### src/rtl/aes_loader_pkg.sv
// Shared constants and types for the AES block loader.
package aes_loader_pkg;

    localparam int unsigned BLK_BYTES = 16;
    localparam int unsigned BYTE_W    = 8;
    localparam int unsigned CNT_W     = 5;
    localparam int unsigned BLK_W     = BLK_BYTES * BYTE_W;

    typedef enum logic {FILL, PRESENT} loader_state_t;

endpackage

### src/rtl/aes_block_loader_if.sv
// FIFO read side, flush request and block handshake seen by the loader.
interface aes_block_loader_if;
    import aes_loader_pkg::*;

    logic              fifo_empty;
    logic [BYTE_W-1:0] fifo_r_data;
    logic              fifo_r_enable;
    logic              flush;
    logic [BLK_W-1:0]  blk_data;
    logic [CNT_W-1:0]  blk_len;
    logic              blk_last;
    logic              blk_valid;
    logic              blk_ready;

    // Loader side.
    modport master (
        input  fifo_empty,
        input  fifo_r_data,
        output fifo_r_enable,
        input  flush,
        output blk_data,
        output blk_len,
        output blk_last,
        output blk_valid,
        input  blk_ready
    );

    // FIFO and AES core side.
    modport slave (
        output fifo_empty,
        output fifo_r_data,
        input  fifo_r_enable,
        output flush,
        input  blk_data,
        input  blk_len,
        input  blk_last,
        input  blk_valid,
        output blk_ready
    );

endinterface

### src/rtl/flex_counter.sv
// Up counter with synchronous clear (priority) and count enable.
module flex_counter #(
    parameter int unsigned Width = 4
) (
    input  logic             clk,
    input  logic             n_rst,
    input  logic             clear,
    input  logic             count_enable,
    output logic [Width-1:0] count_out
);

    logic [Width-1:0] count_q;

    // Count register: clear wins over enable.
    always_ff @(posedge clk or negedge n_rst) begin
        if (!n_rst) begin
            count_q <= '0;
        end else if (clear) begin
            count_q <= '0;
        end else if (count_enable) begin
            count_q <= count_q + Width'(1);
        end
    end

    assign count_out = count_q;

endmodule

### src/rtl/aes_block_loader.sv
// Packs FIFO bytes into 128-bit AES blocks; flush closes a zero-padded partial block.
module aes_block_loader
    import aes_loader_pkg::*;
(
    input logic                clk,
    input logic                n_rst,
    aes_block_loader_if.master bus
);

    loader_state_t    state_q;
    logic [CNT_W-1:0] cnt;
    logic [BLK_W-1:0] asm_q;
    logic [BLK_W-1:0] asm_d;
    logic             flush_pend_q;
    logic [CNT_W-1:0] blk_len_q;
    logic             blk_last_q;
    logic             blk_valid_q;

    logic pop;
    logic handshake;
    logic last_pop;
    logic flush_now;

    // FIFO is first-word fall-through, so popping is purely a function of state and empty.
    assign pop       = (state_q == FILL) && !bus.fifo_empty;
    assign handshake = blk_valid_q && bus.blk_ready;
    assign last_pop  = pop && (cnt == CNT_W'(BLK_BYTES - 1));
    // Only reachable with the FIFO drained, so it never coincides with a pop.
    assign flush_now = (state_q == FILL) && bus.fifo_empty && flush_pend_q;

    flex_counter #(
        .Width (CNT_W)
    ) u_lane_cnt (
        .clk          (clk),
        .n_rst        (n_rst),
        .clear        (handshake),
        .count_enable (pop),
        .count_out    (cnt)
    );

    // Lane write: byte n of the block lands at [127-8n -: 8]; handshake zeroes all lanes.
    always_comb begin
        asm_d = asm_q;
        if (handshake) begin
            asm_d = '0;
        end else if (pop) begin
            for (int unsigned i = 0; i < BLK_BYTES; i++) begin
                if (cnt == CNT_W'(i)) begin
                    asm_d[BLK_W - 1 - BYTE_W * i -: BYTE_W] = bus.fifo_r_data;
                end
            end
        end
    end

    // Assembly register.
    always_ff @(posedge clk or negedge n_rst) begin
        if (!n_rst) begin
            asm_q <= '0;
        end else begin
            asm_q <= asm_d;
        end
    end

    // Control FSM with flush latch and registered block qualifiers.
    always_ff @(posedge clk or negedge n_rst) begin
        if (!n_rst) begin
            state_q      <= FILL;
            flush_pend_q <= 1'b0;
            blk_len_q    <= '0;
            blk_last_q   <= 1'b0;
            blk_valid_q  <= 1'b0;
        end else begin
            // A new request is never lost, even when it meets a consumed one.
            if (bus.flush) begin
                flush_pend_q <= 1'b1;
            end else if (flush_now) begin
                flush_pend_q <= 1'b0;
            end

            case (state_q)
                FILL: begin
                    if (last_pop) begin
                        state_q     <= PRESENT;
                        blk_valid_q <= 1'b1;
                        blk_len_q   <= CNT_W'(BLK_BYTES);
                        blk_last_q  <= 1'b0;
                    end else if (flush_now && (cnt != '0)) begin
                        state_q     <= PRESENT;
                        blk_valid_q <= 1'b1;
                        blk_len_q   <= cnt;
                        blk_last_q  <= 1'b1;
                    end
                end
                PRESENT: begin
                    if (handshake) begin
                        state_q     <= FILL;
                        blk_valid_q <= 1'b0;
                        blk_len_q   <= '0;
                        blk_last_q  <= 1'b0;
                    end
                end
            endcase
        end
    end

    assign bus.fifo_r_enable = pop;
    assign bus.blk_data      = asm_q;
    assign bus.blk_len       = blk_len_q;
    assign bus.blk_last      = blk_last_q;
    assign bus.blk_valid     = blk_valid_q;

endmodule
### src/flat_wrapper.sv
// flat-port wrapper written by rule: the top's interface ports become plain ports
module aes_block_loader_flat import aes_loader_pkg::*;
  (clk, n_rst, bus_fifo_empty, bus_fifo_r_data, bus_fifo_r_enable, bus_flush, bus_blk_data, bus_blk_len, bus_blk_last, bus_blk_valid, bus_blk_ready);
  aes_block_loader_if bus_i ();
  input logic clk;
  input logic n_rst;
  input wire logic [$bits(bus_i.fifo_empty)-1:0] bus_fifo_empty;
  input wire logic [$bits(bus_i.fifo_r_data)-1:0] bus_fifo_r_data;
  output wire logic [$bits(bus_i.fifo_r_enable)-1:0] bus_fifo_r_enable;
  input wire logic [$bits(bus_i.flush)-1:0] bus_flush;
  output wire logic [$bits(bus_i.blk_data)-1:0] bus_blk_data;
  output wire logic [$bits(bus_i.blk_len)-1:0] bus_blk_len;
  output wire logic [$bits(bus_i.blk_last)-1:0] bus_blk_last;
  output wire logic [$bits(bus_i.blk_valid)-1:0] bus_blk_valid;
  input wire logic [$bits(bus_i.blk_ready)-1:0] bus_blk_ready;
  assign bus_i.fifo_empty = bus_fifo_empty;
  assign bus_i.fifo_r_data = bus_fifo_r_data;
  assign bus_fifo_r_enable = bus_i.fifo_r_enable;
  assign bus_i.flush = bus_flush;
  assign bus_blk_data = bus_i.blk_data;
  assign bus_blk_len = bus_i.blk_len;
  assign bus_blk_last = bus_i.blk_last;
  assign bus_blk_valid = bus_i.blk_valid;
  assign bus_i.blk_ready = bus_blk_ready;
  aes_block_loader u_core (.clk(clk), .n_rst(n_rst), .bus(bus_i));
endmodule
### config.mk
export PLATFORM = sky130hd
export DESIGN_NAME = aes_block_loader_flat
export DESIGN_NICKNAME = d
export VERILOG_FILES = /design/src/rtl/aes_loader_pkg.sv /design/src/rtl/aes_block_loader_if.sv /design/src/rtl/flex_counter.sv /design/src/rtl/aes_block_loader.sv /design/src/flat_wrapper.sv
export SDC_FILE = /design/constraint.sdc
export NUM_CORES = 1
export LEC_CHECK = 0
export ABC_CLOCK_PERIOD_IN_PS = 1850
export CAP_MARGIN = 25
export CORE_UTILIZATION = 45
export CTS_BUF_LIST = sky130_fd_sc_hd__clkbuf_8
export CTS_CLUSTER_DIAMETER = 80
export DETAILED_ROUTE_END_ITERATION = 8
export PLACE_DENSITY = 0.77
export REMOVE_ABC_BUFFERS = 1
export SETUP_SLACK_MARGIN = 0.5
export SYNTH_ARGS = -nofsm -noshare
export SYNTH_HDL_FRONTEND = slang
export SYNTH_SLANG_ARGS = --single-unit
### constraint.sdc
create_clock -name clk -period 1.85 [get_ports clk]
set_input_delay 0.37 -clock clk [delete_from_list [all_inputs] [get_ports clk]]
set_output_delay 0.37 -clock clk [all_outputs]
set_load 0.01 [all_outputs]
==> results_dict.tcl <==
set metrics [dict create \
    grt_overflow 0 \
    grt_pass1_wl_um 26100 \
    drv_cap 0 \
    seq_area_frac_synth 0.589 \
    dpl_cell_area_um2 8210 \
    rsz0062_at_grt "true" \
    root_buffer "clkbuf_8" \
    fp.coreArea_um2 12800 \
    die_h_um 118 \
    drc 0 \
    yosysUniqueCellTypes 38 \
    syn_inst 512 \
    finalMaxSlewViolations 0 \
    drt_iter0_markers 215 \
    rows 41 \
    nets 796 \
    die_w_um 118 \
    area_growth_pct 50.7 \
    track_usage 0.245 \
    post-place-ws_ns -0.158 \
    regArea_um2 3550 \
    cts_sinks 142 \
    avgSynthCellArea_um2 11.8 \
    ir_drop_uv 490 \
    cts_buffers 17 \
    dp_hpwl_um 10800 \
    clock_latency_ns 0.45 \
    hp-class "in2async" \
    violations "negative setup slack" \
    hold_viol_final 0 \
    holdWs_ns 0.432 \
    cts_tree "yes" \
    finalWeightedCongestion 0.865 \
    ios 149 \
    port_buffers 148 \
    fin_crit_sh 1.03 \
    multi_input_area_um2 2620 \
    final_common_cell "dfrtp_1" \
    cts_max_path_buffers 2 \
    crit_required_ns 2.18 \
    via_per_inst 5.08 \
    synth.ff_latch_count 142 \
    p_per_area_nw_per_um2 1120 \
    grt_pass1_vias 4887 \
    firstDrtPassIters 4 \
    detail_route.wl_per_cell_um 17.9 \
    initial_utilization 0.471 \
    cp-end-kind "flip-flop" \
    setup_viol 10 \
    yosysWarningCount 0 \
    path_class "reg2reg" \
    nFillCells 954 \
    p_leak_nw 5.36 \
    worstPathArrival_ns 2.23 \
    finish.instance_area_um2 9090 \
    wirelength_um 17200 \
    clk_pin_slew_ns 0.09 \
    status "complete, but fails checks" \
    maxSlewHeadroom 0.632 \
    fin_crit_ns 1.91 \
    diodes 0 \
    routed-via-count 4894 \
    final_cell_mix "dfrtp_1 (141), nand2_1 (129), mux2i_1 (126), buf_2 (110), buf_4 (96)" \
    power.total_mw 10.1 \
    setup_ws_ns -0.0558 \
    die_area_um2 13900 \
    grt_max_degree 65 \
    drive_gt1_frac 0.441 \
    ant_nets 0 \
    fmax_mhz 525 \
    cts_htree_levels 4 \
    start_kind "flip-flop" \
    crit_fanout 8 \
    worst_pin_slew_ns 0.551 \
    finalClockSkew_ns 0.0169 \
    antenna_found_initial 0 \
    synthesis.area_um2 6030 \
]
cell usage after synthesis:
| cell | n | area, um2 |
|---|---|---|
| a211oi_1 | 1 | 7.51 |
| a21boi_1 | 1 | 7.51 |
| a21o_1 | 1 | 7.51 |
| a21oi_1 | 2 | 10.0 |
| a221o_1 | 1 | 10.0 |
| a22o_1 | 2 | 17.5 |
| a311o_1 | 1 | 10.0 |
| a31o_2 | 5 | 43.8 |
| a32o_1 | 2 | 20.0 |
| and2_1 | 3 | 18.8 |
| and3_1 | 2 | 12.5 |
| and3b_1 | 1 | 8.76 |
| buf_2 | 2 | 10.0 |
| buf_6 | 2 | 22.5 |
| clkbuf_1 | 29 | 109 |
| dfrtp_1 | 142 | 3550 |
| ha_1 | 5 | 62.6 |
| inv_1 | 3 | 11.3 |
| mux2i_1 | 128 | 1280 |
| nand2_1 | 133 | 499 |
| nand2_2 | 2 | 12.5 |
| nand2b_1 | 3 | 18.8 |
| nand3_1 | 3 | 15.0 |
| nand3_2 | 6 | 60.1 |
| nand4_2 | 1 | 12.5 |
| nor2_1 | 14 | 52.6 |
| nor2b_1 | 3 | 18.8 |
| nor3_2 | 1 | 10.0 |
| nor3b_1 | 2 | 15.0 |
| nor4b_1 | 1 | 8.76 |
| nor4b_2 | 1 | 15.0 |
| o21ai_0 | 1 | 5.00 |
| o2bb2ai_1 | 1 | 8.76 |
| o31ai_1 | 1 | 7.51 |
| or3_1 | 2 | 12.5 |
| or4_1 | 1 | 7.51 |
| or4b_4 | 1 | 13.8 |
| xnor2_1 | 2 | 17.5 |
report_power, final:
group / internal, mW / leakage, nW / switching, mW
logic: 1.70 / 3.18 / 1.86
registers: 3.56 / 1.95 / 0.298
clock network: 1.56 / 0.222 / 1.16
total: 6.82 / 5.36 / 3.31
what timing repair did:
action,CTS,global route
hold endpoints to repair,42,0
pin swaps,4,7
gates cloned,0,1
setup buffers,42,36
hold buffers,1,0
setup endpoints to repair,273,275
gates resized for setup,591,59
critical path, cell delays in order (launching register included):
cell	delay (ns)
dfrtp_1	0.42
inv_2	0.11
ha_4	0.14
or4b_4	0.48
or3_4	0.35
buf_8	0.15
mux2i_1	0.12
flip-flops by register name, indices dropped and copies added, names as in the netlist:
name / count
u_core.bus.blk_last: 1
u_core.bus.blk_data: 128
u_core.bus.blk_len: 5
u_core.flush_pend_q: 1
u_core.u_lane_cnt.count_out: 5
u_core.state_q: 1
u_core.bus.blk_valid: 1
cell families (layout without fill, tap and decap cells):
group,count (synthesis),count (layout),share of synthesized area
AOI/OAI and AO/OA,19,19,0.0257
adders and majority gates,5,5,0.0104
buffers and inverters,36,315,0.0253
and+or+nand+nor,180,180,0.135
DFF,142,142,0.589
muxes,128,128,0.212
xor gates and xnor gates,2,2,0.00290
final timing paths:
| check | from | to | slack, ns | cells after the start |
|---|---|---|---|---|
| max | u_core.u_lane_cnt.count_out[0] | u_core.bus.blk_data[121] | -0.06 | 6 |
| min | n_rst | u_core.bus.blk_data[84] | 0.43 | 2 |
| max reg2reg | u_core.u_lane_cnt.count_out[0] | u_core.bus.blk_data[121] | -0.06 | 6 |
| min reg2reg | u_core.bus.blk_data[127] | u_core.bus.blk_data[127] | 0.53 | 2 |
| max in group asynchronous | n_rst | u_core.bus.blk_data[103] | 0.83 | 3 |
| min in group clk | bus_fifo_empty | u_core.u_lane_cnt.count_out[1] | 0.48 | 5 |
routing by layer:
metal / track usage / wire length (um)
met5: 0 / 0
met1: 0.299 / 6940
met2: 0.415 / 8900
met3: 0.0615 / 965
met4: 0.0938 / 403
stage by stage:
stage,utilization,instances,TNS (ns)
after floorplan,-,479,-201.25
final,0.709,963,-0.454
after detailed placement,0.640,851,-4.09
after global placement,0.640,851,-1.69
after CTS,0.662,926,-0.0800
after global routing,0.709,963,-1.12
layout make-up:
type                       instances  area share
tap                              172      0.0237
clock inverter                    12      0.0183
timing repair buffer             280       0.247
multi-input combinational        334       0.288
inverter                           3     0.00124
sequential                       142       0.391
clock buffer                      20      0.0303
Note: power is estimated with default switching activity, not from simulation.
